`config.mk`:
```
export PLATFORM = sky130hd
export DESIGN_NAME = add_serial
export DESIGN_NICKNAME = d
export VERILOG_FILES = /design/src/rtl/add_serial.sv
export SDC_FILE = /design/constraint.sdc
export NUM_CORES = 1
export LEC_CHECK = 0
export ABC_AREA = 1
export ABC_CLOCK_PERIOD_IN_PS = 4000
export CAP_MARGIN = 10
export CORE_ASPECT_RATIO = 0.9
export CORE_MARGIN = 2
export CORE_UTILIZATION = 40
export DETAILED_ROUTE_END_ITERATION = 7
export PLACE_DENSITY = 0.63
export SKIP_CTS_REPAIR_TIMING = 1
export SLEW_MARGIN = 40
export SYNTH_ARGS = -nofsm -noshare
export SYNTH_HDL_FRONTEND = slang
export SYNTH_SLANG_ARGS = --single-unit
```
`constraint.sdc`:
```
create_clock -name clk -period 4 [get_ports clk]
set_input_delay 0.8 -clock clk [delete_from_list [all_inputs] [get_ports clk]]
set_output_delay 0.8 -clock clk [all_outputs]
set_load 0.02 [all_outputs]
```
`src/rtl/add_serial.sv`:
```
// Nibble-serial adder: s = a + b + ci, one 4-bit slice per clock, LSB nibble first.
// Optional signed-overflow output enabled by defining ADD_OVF_EN.
module add_serial #(
  parameter int WIDTH = 8
) (
  input  logic             clk,
  input  logic             rst,
  input  logic             start,
  input  logic [WIDTH-1:0] a,
  input  logic [WIDTH-1:0] b,
  input  logic             ci,
  output logic             busy,
  output logic             done,
  output logic [WIDTH-1:0] s,
  output logic             co
`ifdef ADD_OVF_EN
  ,
  output logic             ovf
`endif
);

  localparam int N     = WIDTH / 4;
  localparam int IDX_W = (N > 1) ? $clog2(N) : 1;

  localparam logic [1:0] ST_IDLE = 2'd0;
  localparam logic [1:0] ST_RUN  = 2'd1;
  localparam logic [1:0] ST_DONE = 2'd2;

  logic [1:0]       state_q, state_d;
  logic [IDX_W-1:0] idx_q, idx_d;
  logic             carry_q, carry_d;
  logic [WIDTH-1:0] a_q, a_d;
  logic [WIDTH-1:0] b_q, b_d;
  logic [WIDTH-1:0] psum_q, psum_d;
  logic [WIDTH-1:0] s_q, s_d;
  logic             co_q, co_d;
  logic [3:0]       nib_a, nib_b;
  logic [4:0]       slice_sum;
  logic             last_slice;
`ifdef ADD_OVF_EN
  logic             ovf_q, ovf_d;
`endif

  always_comb begin
    nib_a = '0;
    nib_b = '0;
    for (int i = 0; i < N; i++) begin
      if (idx_q == IDX_W'(i)) begin
        nib_a = a_q[4*i +: 4];
        nib_b = b_q[4*i +: 4];
      end
    end
    slice_sum  = {1'b0, nib_a} + {1'b0, nib_b} + {4'b0000, carry_q};
    last_slice = (idx_q == IDX_W'(N - 1));
  end

  always_comb begin
    state_d = state_q;
    idx_d   = idx_q;
    carry_d = carry_q;
    a_d     = a_q;
    b_d     = b_q;
    psum_d  = psum_q;
    s_d     = s_q;
    co_d    = co_q;
`ifdef ADD_OVF_EN
    ovf_d   = ovf_q;
`endif
    case (state_q)
      ST_IDLE, ST_DONE: begin
        if (start) begin
          a_d     = a;
          b_d     = b;
          carry_d = ci;
          idx_d   = '0;
          state_d = ST_RUN;
        end else begin
          state_d = ST_IDLE;
        end
      end
      ST_RUN: begin
        for (int i = 0; i < N; i++) begin
          if (idx_q == IDX_W'(i)) begin
            psum_d[4*i +: 4] = slice_sum[3:0];
          end
        end
        carry_d = slice_sum[4];
        idx_d   = idx_q + IDX_W'(1);
        // The result only becomes visible once the top slice has been folded in.
        if (last_slice) begin
          s_d     = psum_d;
          co_d    = slice_sum[4];
          idx_d   = '0;
          state_d = ST_DONE;
`ifdef ADD_OVF_EN
          ovf_d   = (a_q[WIDTH-1] == b_q[WIDTH-1]) && (psum_d[WIDTH-1] != a_q[WIDTH-1]);
`endif
        end
      end
      default: state_d = ST_IDLE;
    endcase
  end

  always_ff @(posedge clk) begin
    if (rst) begin
      state_q <= ST_IDLE;
      idx_q   <= '0;
      carry_q <= 1'b0;
      a_q     <= '0;
      b_q     <= '0;
      psum_q  <= '0;
      s_q     <= '0;
      co_q    <= 1'b0;
`ifdef ADD_OVF_EN
      ovf_q   <= 1'b0;
`endif
    end else begin
      state_q <= state_d;
      idx_q   <= idx_d;
      carry_q <= carry_d;
      a_q     <= a_d;
      b_q     <= b_d;
      psum_q  <= psum_d;
      s_q     <= s_d;
      co_q    <= co_d;
`ifdef ADD_OVF_EN
      ovf_q   <= ovf_d;
`endif
    end
  end

  assign busy = (state_q == ST_RUN);
  assign done = (state_q == ST_DONE);
  assign s    = s_q;
  assign co   = co_q;
`ifdef ADD_OVF_EN
  assign ovf  = ovf_q;
`endif

endmodule
```
Word-level counts from Yosys, hierarchy flattened --
Cells that the tools add are included.
Word-level totals: register bits after elaboration 37
Cells by class: equality and inequality tests 4, $add $sub $neg 3, reductions and logical operators 6, multiplexer cells 12
Operator list (number):
- two-way mux 4 bit | 4
- AND reduction 2 bit | 3
- adder 4 x 4 -> 5 bit | 1
- adder 5 x 1 -> 5 bit | 1
- two-way mux 1 bit | 4
- case mux 1 bit (2 select lines) | 2
- case mux 2 bit (2 select lines) | 1
- == test 2 x 1 -> 1 bit, second input constant | 1
- == test 2 bit, second input constant | 1
- logical NOT 2 bit | 1
- two-way mux 2 bit | 1
- != test 2 x 1 -> 1 bit, second input constant | 1
- != test 2 bit, second input constant | 1
- nonzero test 2 bit | 1
- OR reduction 2 bit | 1
- adder 1 bit, second input constant | 1

Depth between registers and ports, before layout --
Gate-level depths: netlist of run 1.
depth in word-level cells 4, depth in mapped cells 11, gate-level depth less buffers 11

Worst setup path before layout of run 1 --
No wires, ideal clock.
path type flip-flop to flip-flop, from register idx_q, to register carry_q, data arrival time 1782 ps, clock period less this slack 1894 ps, library setup time 111 ps, data required time 3889 ps, stages on the path, launching flop included 12, buffers on the path 1, setup slack 2106 ps, cells stage by stage dfxtp_1 -> clkbuf_1 -> nand2_1 -> nand2_1 -> fa_1 -> fa_1 -> inv_1 -> nor2_1 -> nor2_1 -> nor2_1 -> nor2_1 -> nor2_1
On the way: word-level cells in the longest chain between the ends 4, elaborated cells on any way between the ends 5, classes of those cells add/sub: 2; mux: 3
RTL lines:
- start, declared | RTL line 30 | logic [IDX_W-1:0] idx_q, idx_d;
- start signal, assigned | RTL line 119 | idx_q <= idx_d;
- two-way mux 4 bit | RTL line 48 | if (idx_q == IDX_W'(i)) begin
- adder 4 x 4 -> 5 bit * | RTL line 53 | slice_sum = {1'b0, nib_a} + {1'b0, nib_b} + {4'b0000, carry_q};
- adder 5 x 1 -> 5 bit * | RTL line 53
- case mux 1 bit (2 select lines) * | RTL line 69 | case (state_q)
- end signal, assigned | RTL line 120 | carry_q <= carry_d;
- end, declared | RTL line 31 | logic carry_q, carry_d;
Every way passes the cells marked *; elsewhere a longest branch is shown, timed or not. A chain may end at the register's enable or synchronous reset.

Final worst setup path of run 1 --
from register state_q[0], to output port busy
On the way: word-level cells in the longest chain between the ends 1
RTL lines:
- start, declared | RTL line 29 | logic [1:0] state_q, state_d;
- start signal, assigned | RTL line 118 | state_q <= state_d;
- == test 2 x 1 -> 1 bit | RTL line 132 | assign busy = (state_q == ST_RUN);
- end, declared | RTL line 12 | output logic busy,
Every way passes these cells.

==> flow_summary.ini, run 1 <==
[worst_setup_path]
crit_fanout = 3
startpoint_type = flop
r2r-end = carry_q
reg2reg_slack_ns = 1.76
critPathKind = reg2out
crit_required_ns = 3.20
cp.arrival_ns = 1.51
r2r-start = idx_q
worstRegToRegCells = 11
critical_path.endpoint_type = primary output

[synthesis]
synth_edf_count = 0
yosys.area_share.simple = 0.279
synth_most_common_cell = nor2_1
ys_top_cells_by_count = 38 x nor2_1, 35 x nand2_1, 33 x dfxtp_1
syn_inst = 197
ys_seq_area_frac = 0.443
syn_area_per_cell_sq_um = 7.57
synth_area_leader_cell = dfxtp_1
yosysUniqueCellTypes = 21
netlist.area_leader.share = 0.443
syn_area_sq_um = 1490
synth_nets = 222
synth_mux_area_frac = 0
synthXorXnorAreaFrac = 0.00587
ys_ff_latch = 33
synthAdderAreaFrac = 0.0520
synth_top_family_by_area = simple AND/OR/NAND/NOR gates
synth_compound_area_frac = 0.119
ys_top_cells_by_area = dfxtp_1 44%, nor2_1 9.6%, nand2_1 8.8%
synthArstFlopShare = 0
ys_warn_count = 0
synth-main-ff-cell = dfxtp_1

[clock_network]
root_buffer = clkbuf_8
cts.clk_slew.worst_paths_ns = 0.06
numCtsBuffers = 5
htreeDepth = 2
clk_path_buf_depth = 2
clkLatencyLatePin_ns = 0.28
cts_tree = done
clkSinkCount = 33

[timing]
hold_viol = 0
finalSetupViolations = 0
worstMarginPinSlew_ns = 0.660
fmax_mhz = 433
slew_violations = 0
fin_crit_sh = 0.577
fin_crit_ns = 2.31
finalClockSkew_ns = 0.00721
slew_headroom = 0.560
finalSetupTns_ns = 0
rsz0062_at_grt = false

[route]
vias = 1222
ant_nets = 0
dr.pass1.iters = 4
drtIter0Drc = 46
viasPerCell = 4.49
drc = 0
routed_wirelength_um = 2870
wire_per_inst_um = 10.6

[power_and_ir_drop]
irDropWorstVdd_mv = 0.221
internal_power_uw = 528
clock_power_share = 0.325
seq_power_share = 0.497
pwr-share-comb = 0.178
power_density_nw_per_um2 = 395
p_leak_uw = 0.000819
sw_frac_of_total = 0.281
switchingPower_uw = 207

[cells_and_area]
drive_gt1_frac = 0.0796
syn2layout_area_growth_pct = 24.7
antenna_cells = 0
nets = 250
fin_area_sq_um = 1860
fillers = 378
final_cells = 272
multi_input_area_sq_um = 679
register_area_sq_um = 661

[min_path]
min_to = s[3]
holdPathStages = 2
min_from = psum_q[3]
hp-class = reg2reg

[global_route]
grtUsageTotal = 0.154
grt_max_degree = 27
grt_antenna_before_repair = 0
grt-ovfl-total = 0
grt_pass1_vias = 1068
grt_pass1_wl_um = 4770

[placed_design]
dp.cells = 264
routabilityCongestion = 0.773
hpwl_um = 2070
postPlaceCellArea_sq_um = 1780
io_buffers = 30

[die]
core_area_sq_um = 3650
die_x_um = 68.4
die_h_um = 61.9
dieArea_sq_um = 4230
start_util = 0.408
io_pins = 31
row_count = 21

[status]
outcome = finished clean

[run]
cap_violations = 0
==> metrics by stage <==
stage	utilization	hold slack (ns)	total power, uW	setup slack, ns
floorplan	-	0.424	466	2.11
global route	0.509	0.488	778	1.57
detailed placement	0.486	0.453	505	1.49
CTS	0.509	0.464	741	1.68
finish	0.509	0.463	735	1.69
global placement	0.486	0.448	503	1.52
==> flip-flops by register name (all words and copies together), names as in the netlist <==
name and count:
a_q 8, b_q 8, s 8, psum_q 4, state_q 2, carry_q 1
co 1, idx_q 1
==> worst max-delay path, cell delays in order (launching register included) <==
cell             delay (ns)
dfxtp_1                0.40
inv_2                  0.09
nor2_4                 0.12
clkdlybuf4s50_1        0.61
==> kinds of logic (layout without fill, tap and decap cells) <==
logic type	count (synthesis)	after routing
AND/OR/NAND/NOR	93	93
buffers and inverters	30	59
XOR/XNOR	1	1
adder cells (fa/ha/maj)	5	5
flip-flops	33	33
AO/OA/AOI/OAI	35	35
==> how the worst max path moves through the flow <==
stage / start / slack (ns) / to / depth (start not counted)
3_5_place_dp: rst / 1.49 / s[4] / 4
2_1_floorplan: idx_q / 2.11 / carry_q / 11
6_report: state_q[0] / 1.69 / busy / 3
5_1_grt: idx_q / 1.57 / carry_q / 11
4_1_cts: state_q[0] / 1.68 / busy / 3
3_3_place_gp: rst / 1.52 / co / 4
==> power groups by stage <==
stage | logic (uW) | registers [uW] | clock network (uW)
3_5_place_dp | 132 | 373 | 0
2_1_floorplan | 96.5 | 369 | 0
5_1_grt | 151 | 368 | 260
6_report | 131 | 365 | 239
3_3_place_gp | 131 | 373 | 0
4_1_cts | 133 | 365 | 243
==> metal layers <==
layer | track usage | vias up | share of wire
li1 | - | 673 | -
met1 | 0.212 | 521 | 0.52
met2 | 0.225 | 23 | 0.41
met3 | 0.0432 | 5 | 0.047
met4 | 0.0686 | 0 | 0.017
met5 | 0 | - | 0
==> cell usage in the layout (no fill, tap or decap), types with 2 or more instances in the layout <==
master and count:
clkdlybuf4s50_1 30, clkinv_2 2, nor2_1 38, inv_1 16, o21ai_0 18, ha_1 3, fa_1 2, dfxtp_1 33
clkbuf_8 5, nand3_1 14, a21oi_1 7, inv_2 5, nand2_1 35, o21ai_1 9, nand2_4 3
==> area by class of cell <==
cell class                      instances  area share
Timing Repair Buffer                   30       0.162
Multi-Input combinational cell        134       0.365
Clock inverter                          2     0.00538
Clock buffer                            6      0.0390
Inverter                               21      0.0424
Tap cell                               46      0.0310
Sequential cell                        33       0.355
(Power assumes the default switching activity.)
==> inputs of run 2 (changes only) <==
--- a/config.mk
+++ b/config.mk
@@ -6,7 +6,7 @@
 export NUM_CORES = 1
 export LEC_CHECK = 0
 export ABC_AREA = 1
-export ABC_CLOCK_PERIOD_IN_PS = 4000
+export ABC_CLOCK_PERIOD_IN_PS = 2320
 export CAP_MARGIN = 10
 export CORE_ASPECT_RATIO = 0.9
 export CORE_MARGIN = 2
==> constraint.sdc (replaced) <==
create_clock -name clk -period 2.32 [get_ports clk]
set_input_delay 0.464 -clock clk [delete_from_list [all_inputs] [get_ports clk]]
set_output_delay 0.464 -clock clk [all_outputs]
set_load 0.02 [all_outputs]
==> flow_summary.ini, run 2 (same netlist as run 1, synthesis figures left out) <==
[global_route]
grt-ovfl-total = 0
grtUsageTotal = 0.159
grt_pass1_wl_um = 4870
grt_pass1_vias = 1114
grt_antenna_before_repair = 0
grt_max_degree = 22

[clock_network]
clkSinkCount = 33
clk_path_buf_depth = 2
cts_tree = done
numCtsBuffers = 5
clkLatencyLatePin_ns = 0.29
htreeDepth = 2
root_buffer = clkbuf_8
cts.clk_slew.worst_paths_ns = 0.07

[worst_setup_path]
startpoint_type = flop
critPathKind = reg2reg
crit_required_ns = 2.50
cp.arrival_ns = 2.31
critical_path.endpoint_type = flop
crit_fanout = 11

[route]
drc = 0
viasPerCell = 4.52
wire_per_inst_um = 10.3
dr.pass1.iters = 4
routed_wirelength_um = 2840
vias = 1247
drtIter0Drc = 35
ant_nets = 0

[die]
core_area_sq_um = 3650
io_pins = 31
start_util = 0.408
die_h_um = 61.9
row_count = 21
dieArea_sq_um = 4230
die_x_um = 68.4

[timing]
finalSetupViolations = 0
slew_headroom = 0.765
rsz0062_at_grt = false
slew_violations = 0
fin_crit_sh = 0.917
finalClockSkew_ns = 0.00489
fin_crit_ns = 2.13
worstMarginPinSlew_ns = 0.353
finalSetupTns_ns = 0
fmax_mhz = 470
whs_ns = 0.458
hold_viol = 0

[placed_design]
hpwl_um = 2140
io_buffers = 30
dp.cells = 268
routabilityCongestion = 0.914

[run]
cap_violations = 0

[status]
outcome = finished clean

[cells_and_area]
nets = 254
final_cells = 276
final_cell_mix = 38 x nor2_1, 35 x nand2_1, 33 x dfxtp_1
fillers = 402
syn2layout_area_growth_pct = 26.7
antenna_cells = 0
drive_gt1_frac = 0.0957
final_common_cell = nor2_1

[power_and_ir_drop]
internal_power_uw = 916
pwr-share-comb = 0.182
switchingPower_uw = 354
sw_frac_of_total = 0.279
power_density_nw_per_um2 = 672
total_power_uw = 1270
irDropWorstVdd_mv = 0.400
p_leak_uw = 0.000838
seq_power_share = 0.495
clock_power_share = 0.323

[min_path]
hp-class = reg2reg
==> run 2: cell count changes in the layout (fill, tap and decap cells not counted), sizes merged <==
cell	change
buf	+4
==> run 2: per-layer routing <==
layer,GRT usage,share of wire,up-vias
li1,-,-,684
met1,0.216,0.53,538
met5,0,0,-
met3,0.0541,0.050,3
met4,0.0600,0.0067,0
met2,0.233,0.41,22
==> run 2: per-stage QoR <==
stage	worst slack [ns]	area [sq um]	utilization
floorplan	0.426	1490	-
global placement	0.252	1810	0.495
detailed placement	0.200	1810	0.495
CTS	0.179	1890	0.517
global route	0.0392	1890	0.517
finish	0.193	1890	0.517
==> run 2: area by class of cell <==
type,instances,area [sq um],share of cell area
clock inverters,2,10.0,0.00530
clock buffers,6,72.6,0.0384
inverters,21,78.8,0.0417
well taps,46,57.6,0.0305
multi-input cells,134,679,0.360
repair buffers,34,330,0.175
flip-flops and latches,33,661,0.350
==> run 2: path summary, 6_finish.rpt <==
check	start	endpoint	slack (ns)	cells past startpoint
worst max-delay path	idx_q	carry_q	0.19	11
worst min-delay path	psum_q[2]	psum_q[2]	0.46	2
worst max register to register	idx_q	carry_q	0.19	11
worst min register to register	psum_q[2]	psum_q[2]	0.46	2
==> run 2: worst max-delay path, cell delays in order, from the launching register on <==
cell	delay (ns)
dfxtp_1	0.53
inv_2	0.12
nand2_1	0.07
nand2_1	0.06
fa_1	0.43
fa_1	0.41
inv_1	0.07
nor2_1	0.04
nor2_1	0.12
nor2_1	0.05
nor2_1	0.08
nor2_1	0.05
==> run 2: power by group through the flow <==
stage | clock network [uW] | logic [uW] | registers (uW)
3_5_place_dp | 0 | 235 | 642
2_1_floorplan | 0 | 166 | 637
5_1_grt | 441 | 269 | 634
3_3_place_gp | 0 | 233 | 642
6_report | 410 | 231 | 629
4_1_cts | 420 | 236 | 629
==> inputs of run 3 (changes only) <==
--- a/config.mk
+++ b/config.mk
@@ -10,9 +10,9 @@
 export CAP_MARGIN = 10
 export CORE_ASPECT_RATIO = 0.9
 export CORE_MARGIN = 2
-export CORE_UTILIZATION = 40
+export CORE_UTILIZATION = 49
 export DETAILED_ROUTE_END_ITERATION = 7
-export PLACE_DENSITY = 0.63
+export PLACE_DENSITY = 0.77
 export SKIP_CTS_REPAIR_TIMING = 1
 export SLEW_MARGIN = 40
 export SYNTH_ARGS = -nofsm -noshare
==> flow_summary.ini, run 3 (same netlist as run 1, synthesis figures left out) <==
[timing]
rsz0062_at_grt = false
fmax_mhz = 490
finalClockSkew_ns = 0.0118
slew_violations = 0
hold_viol = 0
worst_slack_ns = 0.281
slew_headroom = 0.842
finalSetupViolations = 0
fin_crit_ns = 2.04
fin_crit_sh = 0.879
finalSetupTns_ns = 0
worstMarginPinSlew_ns = 0.237

[die]
start_util = 0.530
io_pins = 31
die_h_um = 56.3
core_area_sq_um = 2820
dieArea_sq_um = 3500
row_count = 18
die_x_um = 62.2

[worst_setup_path]
slowest_delay_ns = 0.62
critPathSlowestCell = clkdlybuf4s50_1
crit_fanout = 3
cp.arrival_ns = 1.58
startpoint_type = flop
crit_required_ns = 1.86
critical_path.endpoint_type = primary output
critPathKind = reg2out
crit_chain = inv_2 > nor2_4 > clkdlybuf4s50_1

[placed_design]
hpwl_um = 2330
io_buffers = 30
place_ws_ns = 0.374
dp.cells = 263
postPlaceCellArea_sq_um = 1810
routabilityCongestion = 0.851

[clock_network]
clk_path_buf_depth = 2
cts.clk_slew.worst_paths_ns = 0.10
numCtsBuffers = 5
cts_tree = done
clkLatencyLatePin_ns = 0.34
clkSinkCount = 33
htreeDepth = 2
root_buffer = clkbuf_4

[global_route]
grt-busiest-layer = met2
grt-ovfl-total = 0
grtUsageTotal = 0.187
grt_pass1_vias = 1193
grtUsageMet1 = 0.230
grt_pass1_wl_um = 5260
grt_max_degree = 22
grtUsageMet3 = 0.0641
use_met2 = 0.315
grt_antenna_before_repair = 0

[cells_and_area]
fin_area_sq_um = 1880
antenna_cells = 0
drive_gt1_frac = 0.104
final_cell_mix = 38 x nor2_1, 35 x nand2_1, 33 x dfxtp_1
nets = 255
final_cells = 271
syn2layout_area_growth_pct = 25.8
final_common_cell = nor2_1
fillers = 253

[route]
ant_nets = 0
viasPerCell = 4.79
drtIter0Drc = 49
vias = 1298
drc = 0
wire_per_inst_um = 11.2
routed_wirelength_um = 3040
dr.pass1.iters = 4

[power_and_ir_drop]
power_density_nw_per_um2 = 657
irDropWorstVdd_mv = 0.398
total_power_uw = 1230
p_leak_uw = 0.000840

[min_path]
hp-class = reg2reg

[status]
outcome = finished clean

[run]
cap_violations = 0
## run 3: cell types whose count changed in the layout (fill, tap and decap cells not counted)
cell	before	now
buf_4	4	5
clkbuf_8	5	2
clkbuf_4	0	5
clkinv_2	2	1
clkbuf_1	1	0
## run 3: power by group
part / switching, uW / internal, uW
combinational: 134 / 104
sequential: 21.5 / 606
clock: 193 / 176
total: 349 / 885
## run 3: worst paths after layout
check	startpoint	end	slack, ns	cells after the start
min reg2reg	psum_q[1]	s[1]	0.47	2
min	psum_q[1]	s[1]	0.47	2
max reg2reg	idx_q	carry_q	0.36	11
max	state_q[0]	busy	0.28	3
## run 3: worst max-delay path, delay by kind of cell, from the launching register on
kind,cells,cell delay (ns)
flip-flops,1,0.42
buffers and inverters,2,0.71
AND/OR/NAND/NOR,1,0.11
## run 3: through the flow
step	utilization	hold WS [ns]
after floorplan	-	0.424
after global placement	0.642	0.446
after detailed placement	0.642	0.455
after CTS	0.667	0.472
after global routing	0.667	0.500
final	0.667	0.470
## run 3: area by class of cell
| type | instances | area (sq um) | share of cell area |
|---|---|---|---|
| clock buffer | 7 | 65.1 | 0.0347 |
| clock inverter | 1 | 5.00 | 0.00267 |
| inverter | 21 | 78.8 | 0.0420 |
| multi-input combinational | 134 | 679 | 0.362 |
| sequential | 33 | 661 | 0.352 |
| tap | 40 | 50.0 | 0.0267 |
| timing repair buffer | 35 | 338 | 0.180 |
## run 3: routing by layer
metal / vias up / share of wire
met1: 577 / 0.47
met3: 4 / 0.062
met2: 35 / 0.45
li1: 682 / -
met5: - / 0
met4: 0 / 0.0099
